==> src/rtl/mips_mc_pkg.sv <==
// Shared types and encodings for the multicycle MIPS control unit.
package mips_mc_pkg;

  localparam int unsigned OP_W = 6;

  typedef enum logic [3:0] {
    FETCH, DECODE, MEMADR, MEMRD, MEMWB, MEMWR,
    EXEC, ALUWB, BRANCH, JUMP, ADDIEX, ADDIWB
  } state_t;

  localparam logic [OP_W-1:0] OP_RTYPE = 6'b000000;
  localparam logic [OP_W-1:0] OP_LW    = 6'b100011;
  localparam logic [OP_W-1:0] OP_SW    = 6'b101011;
  localparam logic [OP_W-1:0] OP_BEQ   = 6'b000100;
  localparam logic [OP_W-1:0] OP_J     = 6'b000010;
  localparam logic [OP_W-1:0] OP_ADDI  = 6'b001000;

  localparam logic [1:0] ALU_ADD   = 2'b00;
  localparam logic [1:0] ALU_SUB   = 2'b01;
  localparam logic [1:0] ALU_FUNCT = 2'b10;

  localparam logic [1:0] SRCB_B       = 2'b00;
  localparam logic [1:0] SRCB_4       = 2'b01;
  localparam logic [1:0] SRCB_IMM     = 2'b10;
  localparam logic [1:0] SRCB_IMM_SH2 = 2'b11;

  localparam logic [1:0] PCSRC_ALU    = 2'b00;
  localparam logic [1:0] PCSRC_ALUOUT = 2'b01;
  localparam logic [1:0] PCSRC_JUMP   = 2'b10;

  typedef struct packed {
    logic       mem_read;
    logic       mem_write;
    logic       iord;
    logic       ir_write;
    logic       pc_write;
    logic       pc_write_cond;
    logic       reg_write;
    logic       reg_dst;
    logic       mem_to_reg;
    logic       alu_src_a;
    logic [1:0] alu_src_b;
    logic [1:0] alu_op;
    logic [1:0] pc_source;
  } ctrl_t;

endpackage

==> src/rtl/mips_mc_outdec.sv <==
// Control-word decode from the current FSM state, qualified by run/mem_ready in FETCH.
module mips_mc_outdec
  import mips_mc_pkg::*;
(
  input  state_t state,
  input  logic   run,
  input  logic   mem_ready,
  output ctrl_t  ctrl_c
);

  always_comb begin
    ctrl_c = '0;
    case (state)
      FETCH: begin
        ctrl_c.mem_read  = run;
        ctrl_c.alu_src_b = SRCB_4;
        ctrl_c.alu_op    = ALU_ADD;
        ctrl_c.pc_source = PCSRC_ALU;
        ctrl_c.ir_write  = run && mem_ready;
        ctrl_c.pc_write  = run && mem_ready;
      end
      DECODE: begin
        // Branch target precomputed into ALUOut while the opcode decodes.
        ctrl_c.alu_src_b = SRCB_IMM_SH2;
        ctrl_c.alu_op    = ALU_ADD;
      end
      MEMADR, ADDIEX: begin
        ctrl_c.alu_src_a = 1'b1;
        ctrl_c.alu_src_b = SRCB_IMM;
        ctrl_c.alu_op    = ALU_ADD;
      end
      MEMRD: begin
        ctrl_c.mem_read = 1'b1;
        ctrl_c.iord     = 1'b1;
      end
      MEMWB: begin
        ctrl_c.reg_write  = 1'b1;
        ctrl_c.mem_to_reg = 1'b1;
      end
      MEMWR: begin
        ctrl_c.mem_write = 1'b1;
        ctrl_c.iord      = 1'b1;
      end
      EXEC: begin
        ctrl_c.alu_src_a = 1'b1;
        ctrl_c.alu_src_b = SRCB_B;
        ctrl_c.alu_op    = ALU_FUNCT;
      end
      ALUWB: begin
        ctrl_c.reg_write = 1'b1;
        ctrl_c.reg_dst   = 1'b1;
      end
      BRANCH: begin
        ctrl_c.alu_src_a     = 1'b1;
        ctrl_c.alu_src_b     = SRCB_B;
        ctrl_c.alu_op        = ALU_SUB;
        ctrl_c.pc_write_cond = 1'b1;
        ctrl_c.pc_source     = PCSRC_ALUOUT;
      end
      JUMP: begin
        ctrl_c.pc_write  = 1'b1;
        ctrl_c.pc_source = PCSRC_JUMP;
      end
      ADDIWB: begin
        ctrl_c.reg_write = 1'b1;
      end
      default: ;
    endcase
  end

endmodule

==> src/rtl/mips_mc_ctrl.sv <==
// Multicycle MIPS control FSM: state register, next-state logic and retired-instruction counter.
module mips_mc_ctrl
  import mips_mc_pkg::*;
#(
  parameter int unsigned CNT_W = 32
) (
  input  logic             clk,
  input  logic             rst,
  input  logic             run,
  input  logic [OP_W-1:0]  opcode,
  input  logic             mem_ready,
  output logic             mem_read,
  output logic             mem_write,
  output logic             iord,
  output logic             ir_write,
  output logic             pc_write,
  output logic             pc_write_cond,
  output logic             reg_write,
  output logic             reg_dst,
  output logic             mem_to_reg,
  output logic             alu_src_a,
  output logic [1:0]       alu_src_b,
  output logic [1:0]       alu_op,
  output logic [1:0]       pc_source,
  output logic             retire,
  output logic             illegal_op,
  output logic [CNT_W-1:0] instr_count
);

  state_t           state_q, state_d;
  logic             is_sw_q;
  logic [CNT_W-1:0] count_q;
  logic             retire_c, illegal_c;
  ctrl_t            ctrl_c, ctrl;

  mips_mc_outdec u_outdec (
    .state     (state_q),
    .run       (run),
    .mem_ready (mem_ready),
    .ctrl_c    (ctrl_c)
  );

  // lw/sw choice is latched in DECODE so the opcode is only looked at there.
  always_ff @(posedge clk) begin
    if (rst) begin
      state_q <= FETCH;
      is_sw_q <= 1'b0;
      count_q <= '0;
    end else begin
      state_q <= state_d;
      if (state_q == DECODE) is_sw_q <= (opcode == OP_SW);
      if (retire_c) count_q <= count_q + CNT_W'(1);
    end
  end

  always_comb begin
    state_d   = state_q;
    retire_c  = 1'b0;
    illegal_c = 1'b0;
    case (state_q)
      FETCH:  if (run && mem_ready) state_d = DECODE;
      DECODE: begin
        case (opcode)
          OP_LW, OP_SW: state_d = MEMADR;
          OP_RTYPE:     state_d = EXEC;
          OP_BEQ:       state_d = BRANCH;
          OP_J:         state_d = JUMP;
          OP_ADDI:      state_d = ADDIEX;
          default: begin
            state_d   = FETCH;
            illegal_c = 1'b1;
          end
        endcase
      end
      MEMADR: state_d = is_sw_q ? MEMWR : MEMRD;
      MEMRD:  if (mem_ready) state_d = MEMWB;
      MEMWR: begin
        if (mem_ready) begin
          retire_c = 1'b1;
          state_d  = FETCH;
        end
      end
      EXEC:   state_d = ALUWB;
      ADDIEX: state_d = ADDIWB;
      MEMWB, ALUWB, BRANCH, JUMP, ADDIWB: begin
        retire_c = 1'b1;
        state_d  = FETCH;
      end
      default: state_d = FETCH;
    endcase
  end

  assign ctrl          = rst ? '0 : ctrl_c;
  assign mem_read      = ctrl.mem_read;
  assign mem_write     = ctrl.mem_write;
  assign iord          = ctrl.iord;
  assign ir_write      = ctrl.ir_write;
  assign pc_write      = ctrl.pc_write;
  assign pc_write_cond = ctrl.pc_write_cond;
  assign reg_write     = ctrl.reg_write;
  assign reg_dst       = ctrl.reg_dst;
  assign mem_to_reg    = ctrl.mem_to_reg;
  assign alu_src_a     = ctrl.alu_src_a;
  assign alu_src_b     = ctrl.alu_src_b;
  assign alu_op        = ctrl.alu_op;
  assign pc_source     = ctrl.pc_source;
  assign retire        = !rst && retire_c;
  assign illegal_op    = !rst && illegal_c;
  assign instr_count   = rst ? '0 : count_q;

endmodule

==> config.mk <==
export PLATFORM = sky130hd
export DESIGN_NAME = mips_mc_ctrl
export DESIGN_NICKNAME = d
export VERILOG_FILES = /design/src/rtl/mips_mc_pkg.sv /design/src/rtl/mips_mc_outdec.sv /design/src/rtl/mips_mc_ctrl.sv
export SDC_FILE = /design/constraint.sdc
export NUM_CORES = 1
export LEC_CHECK = 0
export CAP_MARGIN = 0
export CORE_ASPECT_RATIO = 1.4
export CORE_MARGIN = 1
export CORE_UTILIZATION = 40
export CTS_CLUSTER_SIZE = 24
export DETAILED_ROUTE_END_ITERATION = 8
export PLACE_DENSITY = 0.78
export SLEW_MARGIN = 20
export SYNTH_ARGS = -nofsm -noshare
export SYNTH_HDL_FRONTEND = slang
export SYNTH_HIERARCHICAL = 1
export SYNTH_SLANG_ARGS = --single-unit
==> constraint.sdc <==
create_clock -name clk -period 2.8 [get_ports clk]
set_input_delay 0.7 -clock clk [delete_from_list [all_inputs] [get_ports clk]]
set_output_delay 0.7 -clock clk [all_outputs]
set_load 0.1 [all_outputs]
==> impl_metrics.toml, run 1 <==
[sta]
fin_crit_ns = 2.72
post-route-period-util_pct = 97.2
setup_violations = 0
setup_ws_ns = 0.0797
worstMarginPinSlew_ns = 0.518
drv_slew = 0
slew_headroom_pct = 64.5
finalHoldViolCount = 0
rsz0062_at_grt = "no"
fmax_mhz = 368
fin_worst_skew_ns = 0.00532

[clock_network]
post_cts_buffers = 0
cts_buffers = 5
insertion_delay_ns = 0.30
path_clk_slew_ns = 0.07
cts_tree = "built"
cts_root_buffer = "clkbuf_8"
clk_path_buf_depth = 2
cts_max_level = 2
hold_buffers = 0
cts.sinks = 37

[die]
die_h_um = 96.2
die-width_um = 69.3
die_area_sq_um = 6660
rows = 33
ioPinCount = 60
core_area_sq_um = 5990
start_util_pct = 42.3

[drt]
initialDrtViolationCount = 112
wl_per_cell_um = 13.4
drc_errors = 0
routed_wl_mm = 6.10
vias_per_cell = 5.51
antenna_left = 0
dr.pass1.iters = 4
vias = 2502

[pwr]
power.density_nw_per_um2 = 270
p_leak_uw = 0.00141
ir_drop_uv = 229
finalPower_uw = 1060

[yosys]
seq_area_frac_synth_pct = 29.2
synth_edf_count = 0
ys_warn_count = 6
syn-num-nets = 333
syn_area_sq_um = 2530
ys_ff_latch = 37
synth_ff_type = "dfxtp_1"
syn_inst = 322
async_flop_share_pct = 0
yosysUniqueCellTypes = 52
postSynthAreaPerCell_sq_um = 7.87

[place]
place_ws_ns = -0.164
port_buffers = 59
dpl.cell_count = 446
gp_congestion = 0.808
place.detailed.hpwl_mm = 4.61

[global_routing]
grt_pass1_vias = 2335
grt_antenna_before_repair = 0
grt_first_pass_wirelength_mm = 10.2
grt_util_all_layers_pct = 18.5
grt_overflow_total = 0
grt_start_max_net_pins = 40

[setup_path]
crit_fanout = 4
end_kind = "output port"
required_ns = 2.10
worstSetupPathType = "primary input to output port"
reg2reg_slack_ns = 0.49
critPathArrivalTime_ns = 2.02
start_kind = "primary input"

[final_layout]
fin_nets = 394
final_layout_size_suffix_gt1_share_pct = 29.4
syn_to_final_growth_pct = 54.9
final_util_pct = 65.6
n_antenna_cell = 0
multi_input_area_sq_um = 1760
fin_cells = 454
regArea_sq_um = 743
fill_cells = 444

[status]
status = "completed"

[flow_run]
maxCapViolCount = 0

[hold_path]
min_path_type = "flop to flop"
-- routing by layer --
layer,routed length (um),track usage (%),vias up
met5,0,0,-
met3,203,2.72,10
met1,2570,19.2,1169
met2,3190,36.6,61
li1,-,-,1262
met4,130,8.50,0
-- cell type report --
class	instances	share of cell area, %
Timing Repair Buffer	76	31.6
Inverter	3	0.287
Sequential cell	37	18.9
Clock inverter	2	0.255
Multi-Input combinational cell	260	44.8
Tap cell	70	2.23
Clock buffer	6	1.85
-- worst paths after layout --
path                                          startpoint                  endpoint  depth (start not counted)
worst min register to register  count_q[18]$_SDFFE_PP0P_  count_q[18]$_SDFFE_PP0P_                          2
worst max-delay path                           mem_ready                  pc_write                          6
worst max register to register   state_q[0]$_SDFFE_PP0P_  count_q[18]$_SDFFE_PP0P_                          5
worst min-delay path            count_q[18]$_SDFFE_PP0P_  count_q[18]$_SDFFE_PP0P_                          2
-- through the flow --
step           hold WS, ns  area, sq um  setup TNS [ns]
6_report             0.508         3930               0
5_1_grt              0.529         3930               0
4_1_cts              0.507         3910               0
3_5_place_dp         0.499         3810          -0.231
3_3_place_gp         0.482         3810          -0.173
2_1_floorplan        0.456         2600          -10.46
-- cell families (layout without fill, tap and decap cells) --
family          after synthesis  after routing  share of synthesized area (%)
compound gates               41             41                           11.7
xor+xnor                     20             20                           6.91
fa+ha+maj                     1              1                          0.494
buf+inv                      25             87                           4.84
flops                        37             37                           29.2
mux                          12             12                           5.28
simple gates                186            186                           41.5
-- registers in the layout, indices dropped and copies added, names as in the netlist --
| signal | flops |
|---|---|
| state_q | 4 |
| is_sw_q | 1 |
| count_q | 32 |
-- critical path: stages --
cell and delay, ns:
clkdlybuf4s50_1 0.48, buf_4 0.12, nand4bb_1 0.10, a211oi_1 0.20
nor2b_2 0.22, buf_12 0.19
-- cell usage after synthesis, drive strengths merged, types with 2 or more instances --
master	count	area [sq um]
nand2b	8	60.1
clkbuf	10	37.5
nor4	8	50.1
o21a	2	15.0
a211oi	3	27.5
and3	8	50.1
nand2	14	52.6
or3b	2	17.5
xnor2	18	158
o21ai	6	30.0
a2111oi	6	52.6
nor2	42	158
nor3b	2	15.0
dfxtp	37	741
nand3	13	77.6
nand4	11	68.8
xor2	2	17.5
or4	3	22.5
nor3	13	65.1
buf	12	73.8
or3	4	25.0
mux2	11	124
inv	3	11.3
a21oi	13	65.1
nor2b	47	294
and4	6	52.6
-- layout by cell type (no fill, tap or decap), drive strengths merged, types with 4 or more instances in the layout --
| cell | count |
|---|---|
| a2111oi | 6 |
| a21oi | 13 |
| and3 | 8 |
| and4 | 6 |
| buf | 68 |
| clkbuf | 6 |
| dfxtp | 37 |
| mux2 | 11 |
| nand2 | 14 |
| nand2b | 8 |
| nand3 | 13 |
| nand4 | 11 |
| nor2 | 42 |
| nor2b | 47 |
| nor3 | 13 |
| nor4 | 8 |
| o21ai | 6 |
| or3 | 4 |
| xnor2 | 18 |
-- power breakdown --
group,switching [uW],internal (uW),leakage (uW)
Clock,193,172,0.0000450
Combinational,94.0,66.2,0.00106
Sequential,5.46,527,0.000299
-- repair_timing --
| item | 4_1_cts | 5_1_grt |
|---|---|---|
| setup endpoints to repair | 2 | 4 |
| hold endpoints to repair | 0 | 0 |
| pin swaps | 2 | 1 |
| cloned | 0 | 0 |
| resized for setup | 7 | 7 |
No activity file was read; power rests on OpenSTA's default activity.
==> run 2: changes to the inputs <==
--- a/config.mk
+++ b/config.mk
@@ -8,10 +8,10 @@
 export CAP_MARGIN = 0
 export CORE_ASPECT_RATIO = 1.4
 export CORE_MARGIN = 1
-export CORE_UTILIZATION = 40
+export CORE_UTILIZATION = 45
 export CTS_CLUSTER_SIZE = 24
 export DETAILED_ROUTE_END_ITERATION = 8
-export PLACE_DENSITY = 0.78
+export PLACE_DENSITY = 0.85
 export SLEW_MARGIN = 20
 export SYNTH_ARGS = -nofsm -noshare
 export SYNTH_HDL_FRONTEND = slang
==> run 2 against run 1 <==
Routed wire length grew 11%. Power grew 4.5%. Largest cell class unchanged. Design area increased by 0.48%.
==> impl_metrics.toml, run 2 (synthesis results as in run 1) <==
[place]
place_ws_ns = -0.231
port_buffers = 59
place.detailed.hpwl_mm = 5.00
gp_congestion = 0.876

[hold_path]
min_from = "count_q[18]$_SDFFE_PP0P_"
min_path_type = "flop to flop"

[drt]
vias = 2575
wl_per_cell_um = 14.9
drc_errors = 0
dr.pass1.iters = 4
initialDrtViolationCount = 186
vias_per_cell = 5.67
routed_wl_mm = 6.75
antenna_left = 0

[setup_path]
required_ns = 2.10
crit_fanout = 2
cp_cell_sequence = "clkdlybuf4s50_1 -> or3b_4 -> a211oi_2 -> nor2b_4 -> buf_12"
crit_slowest_cell = "clkdlybuf4s50_1"
worstSetupPathType = "primary input to output port"
reg2reg_from = "state_q[0]$_SDFFE_PP0P_"
critPathArrivalTime_ns = 2.09
worst-path-buf-inv = 2
max_stage_delay_ns = 0.47
crit_start = "run"
crit_family = "buffers and inverters"
end_kind = "output port"
start_kind = "primary input"

[sta]
fin_crit_ns = 2.79
setup_violations = 0
fin_worst_skew_ns = 0.0111
post-route-period-util_pct = 99.8
finalHoldViolCount = 0
worstMarginPinSlew_ns = 0.554
rsz0062_at_grt = "yes"
slew_headroom_pct = 62.1
holdWs_ns = 0.520
setup_ws_ns = 0.00589
drv_slew = 0
fmax_mhz = 358

[status]
status = "completed"

[die]
die_area_sq_um = 5940
die-width_um = 65.4
start_util_pct = 46.2
die_h_um = 90.8
rows = 32
ioPinCount = 60
core_area_sq_um = 5490

[final_layout]
regMostFlops = "count_q"
layout_common_cells = "51 x buf_12, 41 x nor2_1, 35 x nor2b_1, 35 x dfxtp_1"
n_antenna_cell = 0
largest_register_ffs = 32
final_util_pct = 71.9
reg.largest.list = "count_q (32), state_q (4), is_sw_q (1)"
fin_nets = 396
syn_to_final_growth_pct = 55.6
final_common_cell = "buf_12"
final_layout_size_suffix_gt1_share_pct = 30.1
fill_cells = 379

[clock_network]
cts_max_level = 2
insertion_delay_ns = 0.29
clk_path_buf_depth = 2
cts_tree = "built"
cts_buffers = 5
cts_root_buffer = "clkbuf_8"
post_cts_buffers = 0
path_clk_slew_ns = 0.07
hold_buffers = 0
cts.sinks = 37

[pwr]
ir_drop_uv = 345
p_leak_uw = 0.00141
clock_power_share_pct = 37.0
p_comb_share_pct = 14.9
switchingPower_uw = 289
power.density_nw_per_um2 = 280
p_int_uw = 817
p_sw_share_pct = 26.1
seqPwrFrac_pct = 48.0

[global_routing]
grt_pass1_vias = 2519
grt_first_pass_wirelength_mm = 11.5
grt_antenna_before_repair = 0
grt_overflow_total = 0
grt_start_max_net_pins = 36
grt_util_all_layers_pct = 24.1

[flow_run]
maxCapViolCount = 0
## run 2: cell type report
type	instances	area (sq um)	area share, %
multi-input combinational	260	1770	44.8
timing repair buffer	78	1240	31.4
sequential	37	743	18.8
clock buffer	7	96.3	2.44
tap	68	85.1	2.16
inverter	3	11.3	0.285
clock inverter	1	5.00	0.127
## run 2: final timing paths
check                           slack, ns  cells after the start                  endpoint
worst min register to register       0.52                      2  count_q[18]$_SDFFE_PP0P_
worst max-delay path                0.006                      5                  mem_read
worst min-delay path                 0.52                      2  count_q[18]$_SDFFE_PP0P_
worst max register to register       0.62                      5  count_q[18]$_SDFFE_PP0P_
## run 2: timing repair
item                       CTS  global route
pin swaps                    3             0
gates resized for setup      9             5
setup endpoints to repair    3             6
## run 2: per-layer routing
metal | vias up | track usage, % | share of wire (%)
met5 | - | 0 | 0
met4 | 0 | 6.52 | 1.1
met3 | 9 | 4.42 | 4.8
li1 | 1274 | - | -
met1 | 1205 | 25.8 | 39
met2 | 87 | 46.0 | 55
## run 2: power by group through the flow
stage               Combinational [uW]  Sequential [uW]  Clock, uW
detailed placement                 160              543          0
CTS                                162              531        413
global route                       175              531        434
floorplan                          101              541          0
finish                             165              531        410
global placement                   157              543          0
## run 2: tightest hold or removal path, stage by stage (launching register included)
cell,delay (ns)
dfxtp_1,0.34
o31ai_1,0.07
a21oi_1,0.06
## run 2: through the flow
stage | cells | power [uW] | setup TNS, ns | cell area, sq um
after CTS | 454 | 1110 | 0 | 3930
after global routing | 454 | 1140 | -0.0722 | 3950
after floorplan | 322 | 642 | -10.46 | 2600
after detailed placement | 446 | 704 | -0.253 | 3810
after global placement | 446 | 700 | -0.151 | 3810
final | 454 | 1110 | 0 | 3950
